[config.mk]
export PLATFORM = sky130hd
export DESIGN_NAME = neokeon_round_ctrl
export DESIGN_NICKNAME = d
export VERILOG_FILES = /design/src/rtl/neokeon_round_ctrl.sv
export SDC_FILE = /design/constraint.sdc
export NUM_CORES = 1
export LEC_CHECK = 0
export BUFFER_PORTS_ARGS = -buffer_cell sky130_fd_sc_hd__buf_2
export CORE_ASPECT_RATIO = 1.25
export CORE_MARGIN = 2
export CORE_UTILIZATION = 34
export DETAILED_ROUTE_END_ITERATION = 10
export SYNTH_ARGS = -nofsm -noshare
export SYNTH_HDL_FRONTEND = slang
export SYNTH_SLANG_ARGS = --single-unit
export TNS_END_PERCENT = 50
[constraint.sdc]
create_clock -name inClk -period 2.4 [get_ports inClk]
set_input_delay 0.12 -clock inClk [delete_from_list [all_inputs] [get_ports inClk]]
set_output_delay 0.12 -clock inClk [all_outputs]
set_load 0.01 [all_outputs]
[src/rtl/neokeon_round_ctrl.sv]
// Round sequencer for the Neokeon 128-bit state register: load strobe, NUM_ROUNDS
// round writes with the LFSR round constant, one final-transform write, then hold result.
module neokeon_round_ctrl #(
  parameter int          NUM_ROUNDS = 16,
  parameter logic [7:0]  RC_INIT    = 8'h80,
  parameter logic [7:0]  RC_LAST    = 8'hD4
) (
  input  logic       inClk,
  input  logic       inRst,
  input  logic       inStart,
  input  logic       inDecrypt,
  input  logic       inAck,
  output logic       outBusy,
  output logic       outValid,
  output logic       outExtWr,
  output logic       outIntWr,
  output logic       outFinal,
  output logic       outDecrypt,
  output logic [7:0] outRoundConst,
  output logic [4:0] outRoundIdx
);

  typedef enum logic [2:0] {
    IDLE,
    LOAD,
    ROUND,
    FINAL,
    DONE
  } state_t;

  localparam logic [4:0] LAST_IDX  = 5'(NUM_ROUNDS - 1);
  localparam logic [4:0] FINAL_IDX = 5'(NUM_ROUNDS);

  state_t     state, state_next;
  logic [7:0] rc, rc_next;
  logic [4:0] cnt, cnt_next;
  logic       mode, mode_next;

  // Forward step is multiply-by-x in GF(2^8) mod x^8+x^4+x^3+x+1; backward step inverts it.
  function automatic logic [7:0] rc_fwd(input logic [7:0] r);
    return {r[6:0], 1'b0} ^ (r[7] ? 8'h1B : 8'h00);
  endfunction

  function automatic logic [7:0] rc_bwd(input logic [7:0] r);
    return r[0] ? (({1'b0, r[7:1]} ^ 8'h0D) | 8'h80) : {1'b0, r[7:1]};
  endfunction

  always_ff @(posedge inClk or posedge inRst) begin
    if (inRst) begin
      state <= IDLE;
      rc    <= RC_INIT;
      cnt   <= '0;
      mode  <= 1'b0;
    end else begin
      state <= state_next;
      rc    <= rc_next;
      cnt   <= cnt_next;
      mode  <= mode_next;
    end
  end

  always_comb begin
    state_next = state;
    rc_next    = rc;
    cnt_next   = cnt;
    mode_next  = mode;
    case (state)
      IDLE: begin
        if (inStart) begin
          mode_next  = inDecrypt;
          rc_next    = inDecrypt ? RC_LAST : RC_INIT;
          cnt_next   = '0;
          state_next = LOAD;
        end
      end
      LOAD: state_next = ROUND;
      ROUND: begin
        cnt_next = cnt + 5'd1;
        rc_next  = mode ? rc_bwd(rc) : rc_fwd(rc);
        if (cnt == LAST_IDX) state_next = FINAL;
      end
      FINAL: state_next = DONE;
      DONE: begin
        if (inAck) begin
          if (inStart) begin
            mode_next  = inDecrypt;
            rc_next    = inDecrypt ? RC_LAST : RC_INIT;
            cnt_next   = '0;
            state_next = LOAD;
          end else begin
            state_next = IDLE;
          end
        end
      end
      default: state_next = IDLE;
    endcase
  end

  // Outputs depend only on registered state so the datapath never sees input glitches.
  always_comb begin
    outBusy       = 1'b0;
    outValid      = 1'b0;
    outExtWr      = 1'b0;
    outIntWr      = 1'b0;
    outFinal      = 1'b0;
    outDecrypt    = 1'b0;
    outRoundConst = 8'h00;
    outRoundIdx   = 5'd0;
    case (state)
      LOAD: begin
        outBusy    = 1'b1;
        outExtWr   = 1'b1;
        outDecrypt = mode;
      end
      ROUND: begin
        outBusy       = 1'b1;
        outIntWr      = 1'b1;
        outDecrypt    = mode;
        outRoundConst = rc;
        outRoundIdx   = cnt;
      end
      FINAL: begin
        outBusy       = 1'b1;
        outIntWr      = 1'b1;
        outFinal      = 1'b1;
        outDecrypt    = mode;
        outRoundConst = rc;
        outRoundIdx   = FINAL_IDX;
      end
      DONE: begin
        outValid   = 1'b1;
        outDecrypt = mode;
      end
      default: ;
    endcase
  end

endmodule

==> impl_metrics.ini, run 1 <==
[final_layout]
multi_input_area_um2 = 565.5
final_core_utilization_pct = 40.78
antenna_cells = 0
nets = 147
regArea_um2 = 426.7
drive_gt1_share_pct = 25.18
area_growth_pct = 13.20
fin_cells = 175
design_area_um2 = 1212
fillCellCount = 309

[grt]
overflow = 0
grt_max_degree = 18
use_met1_pct = 19.18
grt_pass1_vias = 813
grt_util_met2_pct = 24.40
grt_pass1_wl_um = 3905
grt_usage_pct = 14.82
use_met3_pct = 2.018
top_usage_layer = met2
antenna_found_initial = 0

[routing]
drcViolationCount = 0
drt-initial-drc-count = 11
drt_wl_total_um = 2364
vias_per_cell = 5.189
antenna_left = 0
route.vias.total = 908
post_drt_wl_per_cell_um = 13.51
firstDrtPassIters = 4

[timing]
finalCritPeriodShare_pct = 77.24
min_period_ns = 1.854
setup_viol = 0
tightest_slew_ns = 0.6448
final_hold_viol_count = 0
finalClockSkew_ns = 0.009963
slew_headroom_pct = 56.97
slew_violations = 0
finalSetupTns_ns = 0
rsz0062_at_grt = no
fmax_mhz = 539.5

[clock_tree]
clock_latency_ns = 0.29
ctsRootBufferMaster = clkbuf_4
clk_pin_slew_worst_paths_ns = 0.11
post_cts_resized = 0
cts_buffers = 3
post_cts_buffers = 0
cts_hold_buf = 1
clock_sinks = 17
h-tree-depth = 1
clock_path_buffers = 2
cts_tree = built

[hold_path]
hold_depth = 2
hp-start = inDecrypt
hold_path_class = in2reg
whs_endpoint = mode

[worst_setup_path]
startpoint_type = register
r2r_cells = 6
critPathKind = reg2out
crit_arrival_ns = 1.73
crit_required_ns = 2.28
r2r_slack_ns = 0.85
worstPathMaxFanout = 11
cp-end-kind = output pin
r2r_end = state[0]
regToRegStartpoint = cnt[0]

[synth]
synth_edf_count = 0
yosys-top-cells-area = dfrtp_1 37%, and2_1 7.6%, nor2_1 3.9%
synth_top_area_share_pct = 37.38
synth_seq_cells = 17
yosys_warnings = 0
synth_nets = 126
synthArstFlopShare_pct = 100.0
yosysTopAreaCell = dfrtp_1
synth_area_um2 = 1071
synth_cell_types = 35
ys_seq_area_share_pct = 39.84
synth_ff_type = dfrtp_1
syn_avg_cell_area_um2 = 9.000
syn_inst = 119

[floorplanning]
dieWidth_um = 54.20
die_h_um = 66.75
row_count = 22
ios = 24
fp.dieArea_um2 = 3618
start_util_pct = 36.03
coreArea_um2 = 2973

[placed_design]
place_inst = 170
dpl_cell_area_um2 = 1175
dp_hpwl_um = 1707
io_buffer_count = 23
place_congestion = 0.7160

[pwr]
p_seq_share_pct = 38.9
internal_power_w = 0.0008627
p_per_area_nw_per_um2 = 1309
p_leak_nw = 0.6034
switching_power_w = 0.0007239
p_sw_share_pct = 45.63
ir_worst_vdd_mv = 0.7270
comb_power_share_pct = 51.5
clkPwrFrac_pct = 9.7

[outcome]
outcome = finished clean

[run]
cap_viol_max_count = 0
[per-layer routing]
metal	share of wire, %	wire length, µm
met1	45	1066
met2	49	1158
met3	5.0	119
met4	0.85	20
met5	0	0
[through the flow]
stage               power (W)  hold slack, ns  setup slack, ns
floorplan            0.001248         0.04534           0.9939
global placement     0.001417          0.2550           0.8535
detailed placement   0.001442          0.2523           0.8514
CTS                  0.001605          0.1193           0.5013
global route         0.001730          0.1232           0.3525
finish               0.001587          0.1313           0.5463
[flip-flops by register name, summed over array words and instances, names as in the netlist]
| register | count |
|---|---|
| rc | 8 |
| mode | 1 |
| cnt | 5 |
| state | 3 |
[layout by cell type (no fill, tap or decap)]
cell / count
xnor2_1: 4
mux2_2: 1
clkbuf_4: 3
buf_2: 23
or2_2: 1
mux2i_1: 4
a211o_2: 1
dfstp_2: 1
and3_1: 2
nor3b_1: 3
nand4_1: 1
xor2_1: 2
buf_4: 1
o211ai_1: 1
a2bb2oi_1: 1
o31ai_1: 1
o21ai_1: 4
a21oi_1: 8
or2b_1: 1
a211oi_1: 2
nor2_1: 11
dfrtp_1: 16
nand2_1: 10
o21ai_0: 4
nand2b_4: 1
and2_1: 13
inv_1: 4
a22o_1: 1
nor2_2: 1
o21a_1: 2
clkinv_2: 1
nor2b_1: 3
o22ai_1: 3
dlygate4sd3_1: 1
ha_1: 2
or3b_4: 1
[cell families (layout without fill, tap and decap cells)]
| family | Yosys count | in the layout | share of synthesized area, % |
|---|---|---|---|
| XOR/XNOR | 6 | 6 | 4.907 |
| AO/OA/AOI/OAI | 28 | 28 | 16.01 |
| flip-flops | 17 | 17 | 39.84 |
| AND/OR/NAND/NOR | 48 | 48 | 24.77 |
| adder cells (fa/ha/maj) | 2 | 2 | 2.336 |
| multiplexers | 5 | 5 | 4.790 |
| buffers and inverters | 13 | 33 | 7.359 |
[synth_stat cells (all sizes together) (2+ instances only)]
cell	count
a211oi	2
a21oi	8
and2	13
and3	2
buf	7
clkbuf	2
dfrtp	16
ha	2
inv	4
mux2i	4
nand2	10
nor2	12
nor2b	3
nor3b	3
o21a	2
o21ai	8
o22ai	3
xnor2	4
xor2	2
[critical path, stage by stage (launching register included)]
cell and delay, ns:
dfrtp_1 0.53, nor2b_1 0.58, nand2_1 0.15, inv_1 0.07, buf_2 0.12
[area by class of cell]
type / instances / share of cell area [%]
multi-input cells: 89 / 46.65
flip-flops and latches: 17 / 35.19
repair buffers: 25 / 10.94
well taps: 36 / 3.715
clock buffers: 3 / 1.858
inverters: 4 / 1.238
clock inverters: 1 / 0.4128
[worst max-delay path by stage]
stage                        start       end  slack [ns]
after floorplan             cnt[0]  state[0]        0.99
after global placement      cnt[0]  state[0]        0.85
after detailed placement    cnt[0]  state[0]        0.85
after CTS                 state[1]  outFinal        0.50
after global routing      state[1]  outFinal        0.35
final                     state[1]  outFinal        0.55
[power groups by stage]
| stage | Combinational, W | Clock, W | Sequential [W] |
|---|---|---|---|
| global route | 0.000911 | 0.000176 | 0.000643 |
| global placement | 0.000806 | 0 | 0.000611 |
| floorplan | 0.000767 | 0 | 0.000481 |
| finish | 0.000816 | 0.000153 | 0.000617 |
| detailed placement | 0.000822 | 0 | 0.000620 |
| CTS | 0.000826 | 0.000165 | 0.000614 |
No activity file was read; power rests on OpenSTA's default activity.
==> inputs of run 2 (changes only) <==
- clock period: 2.4 -> 1.7 ns (I/O delays scaled with it)
==> impl_metrics.ini, run 2 (same netlist as run 1, synthesis figures left out) <==
[final_layout]
largest_reg_flops = 8
design_area_um2 = 1242
mostFrequentLayoutCell = buf_2
largest_register = rc
antenna_cells = 0
final_core_utilization_pct = 41.79
area_growth_pct = 16.00
reg.largest.list = rc: 8 flops, cnt: 5 flops, state: 3 flops
nets = 150
drive_gt1_share_pct = 28.17
final_cell_mix = 23 x buf_2, 15 x dfrtp_1, 13 x and2_1, 11 x nor2_1, 10 x nand2_1

[routing]
antenna_left = 0
drt-initial-drc-count = 9
firstDrtPassIters = 4
drt_wl_total_um = 2294
route.vias.total = 884
post_drt_wl_per_cell_um = 12.89
drcViolationCount = 0
vias_per_cell = 4.966

[timing]
setup_viol = 0
min_period_ns = 1.562
whs_ns = 0.09644
finalClockSkew_ns = 0.0007866
finalCritPeriodShare_pct = 91.86
slew_headroom_pct = 54.86
slew_violations = 0
finalSetupTns_ns = 0
final_hold_viol_count = 0
tightest_slew_ns = 0.6763
fmax_mhz = 640.4

[pwr]
p_leak_nw = 0.6179
p_per_area_nw_per_um2 = 1851
switching_power_w = 0.001015
comb_power_share_pct = 52.7
internal_power_w = 0.001284
p_total_w = 0.002300
p_sw_share_pct = 44.14
ir_worst_vdd_mv = 0.7511
clkPwrFrac_pct = 9.4
p_seq_share_pct = 37.9

[grt]
antenna_found_initial = 0
use_met3_pct = 2.018
grt_max_degree = 18
overflow = 0
grt_pass1_wl_um = 3857
grt_usage_pct = 14.69
grt_pass1_vias = 880
use_met1_pct = 17.34
grt_util_met2_pct = 25.45
top_usage_layer = met2

[floorplanning]
start_util_pct = 36.03
fp.dieArea_um2 = 3618
coreArea_um2 = 2973
ios = 24
row_count = 22
dieWidth_um = 54.20
die_h_um = 66.75

[worst_setup_path]
r2r_end = state[0]
critPathTopFamily = flip-flops
startpoint_type = register
cp-end-kind = output pin
worstPathMaxFanout = 11
slowest_stage = dfrtp_1
crit_required_ns = 1.62
regToRegStartpoint = cnt[0]
critPathKind = reg2out
path_buf_inv = 2
slowest_delay_ns = 0.51
crit_arrival_ns = 1.48
cp_cell_sequence = nor3b_2 -> buf_4 -> and2_1 -> buf_2
r2r_slack_ns = 0.19
r2r_cells = 6

[placed_design]
dpl_cell_area_um2 = 1197
place_congestion = 0.8027
io_buffer_count = 23
dp_hpwl_um = 1745

[hold_path]
hold_depth = 2
whs_endpoint = mode
hp-start = inDecrypt
hold_path_class = in2reg

[clock_tree]
clk_pin_slew_worst_paths_ns = 0.10
h-tree-depth = 1
post_cts_buffers = 0
cts_buffers = 3
ctsRootBufferMaster = clkbuf_4
clock_sinks = 17
clock_path_buffers = 2
clock_latency_ns = 0.29
cts_tree = built

[run]
cap_viol_max_count = 0

[outcome]
outcome = finished clean
run 2: changes by cell type in the layout (fill, tap and decap cells not counted):
cell	previous run	this run
buf_4	1	4
clkbuf_1	0	1
clkinv_2	1	0
dfrtp_1	16	15
dfrtp_2	0	1
nor2b_1	3	2
nor2b_2	0	1
nor3b_1	3	2
nor3b_2	0	1
run 2: power groups by stage:
stage	clock network, W	registers, W	logic, W
after floorplan	0	0.000679	0.00108
after global placement	0	0.000862	0.00120
after detailed placement	0	0.000873	0.00122
after CTS	0.000232	0.000864	0.00123
after global routing	0.000254	0.000910	0.00136
final	0.000215	0.000871	0.00121
run 2: repair_timing:
action                                 in CTS  in global routing
gates resized for setup                     0                  3
hold buffers                                1                  0
endpoints found under the hold margin      16                  0
setup endpoints to repair                   0                 12
run 2: how the worst max path moves through the flow:
stage          slack (ns)      from  cells after the start          endpoint
2_1_floorplan        0.29    cnt[0]                      6          state[0]
5_1_grt           -0.0005  state[2]                      4    outRoundIdx[1]
3_3_place_gp         0.23    cnt[0]                      6          state[0]
3_5_place_dp         0.20    cnt[0]                      6          state[0]
6_report             0.14  state[2]                      4    outRoundIdx[0]
4_1_cts             0.006  state[1]                      4  outRoundConst[5]
run 2: layout make-up:
class | instances | area, µm²
repair buffers | 28 | 155.1
flip-flops and latches | 17 | 427.9
fillers | 304 | 1730
inverters | 4 | 15.01
multi-input cells | 89 | 573.1
clock buffers | 4 | 26.28
well taps | 36 | 45.04
run 2: per-stage QoR:
step           instances  worst slack [ns]
2_1_floorplan        119            0.2939
3_3_place_gp         173            0.2285
3_5_place_dp         173            0.2047
4_1_cts              178          0.006010
5_1_grt              178        -0.0004869
6_report             178            0.1385
run 2: routing by layer:
layer / share of wire, % / up-vias
li1: - / 448
met1: 43 / 412
met2: 52 / 20
met3: 3.5 / 4
met4: 1.5 / 0
met5: 0 / -
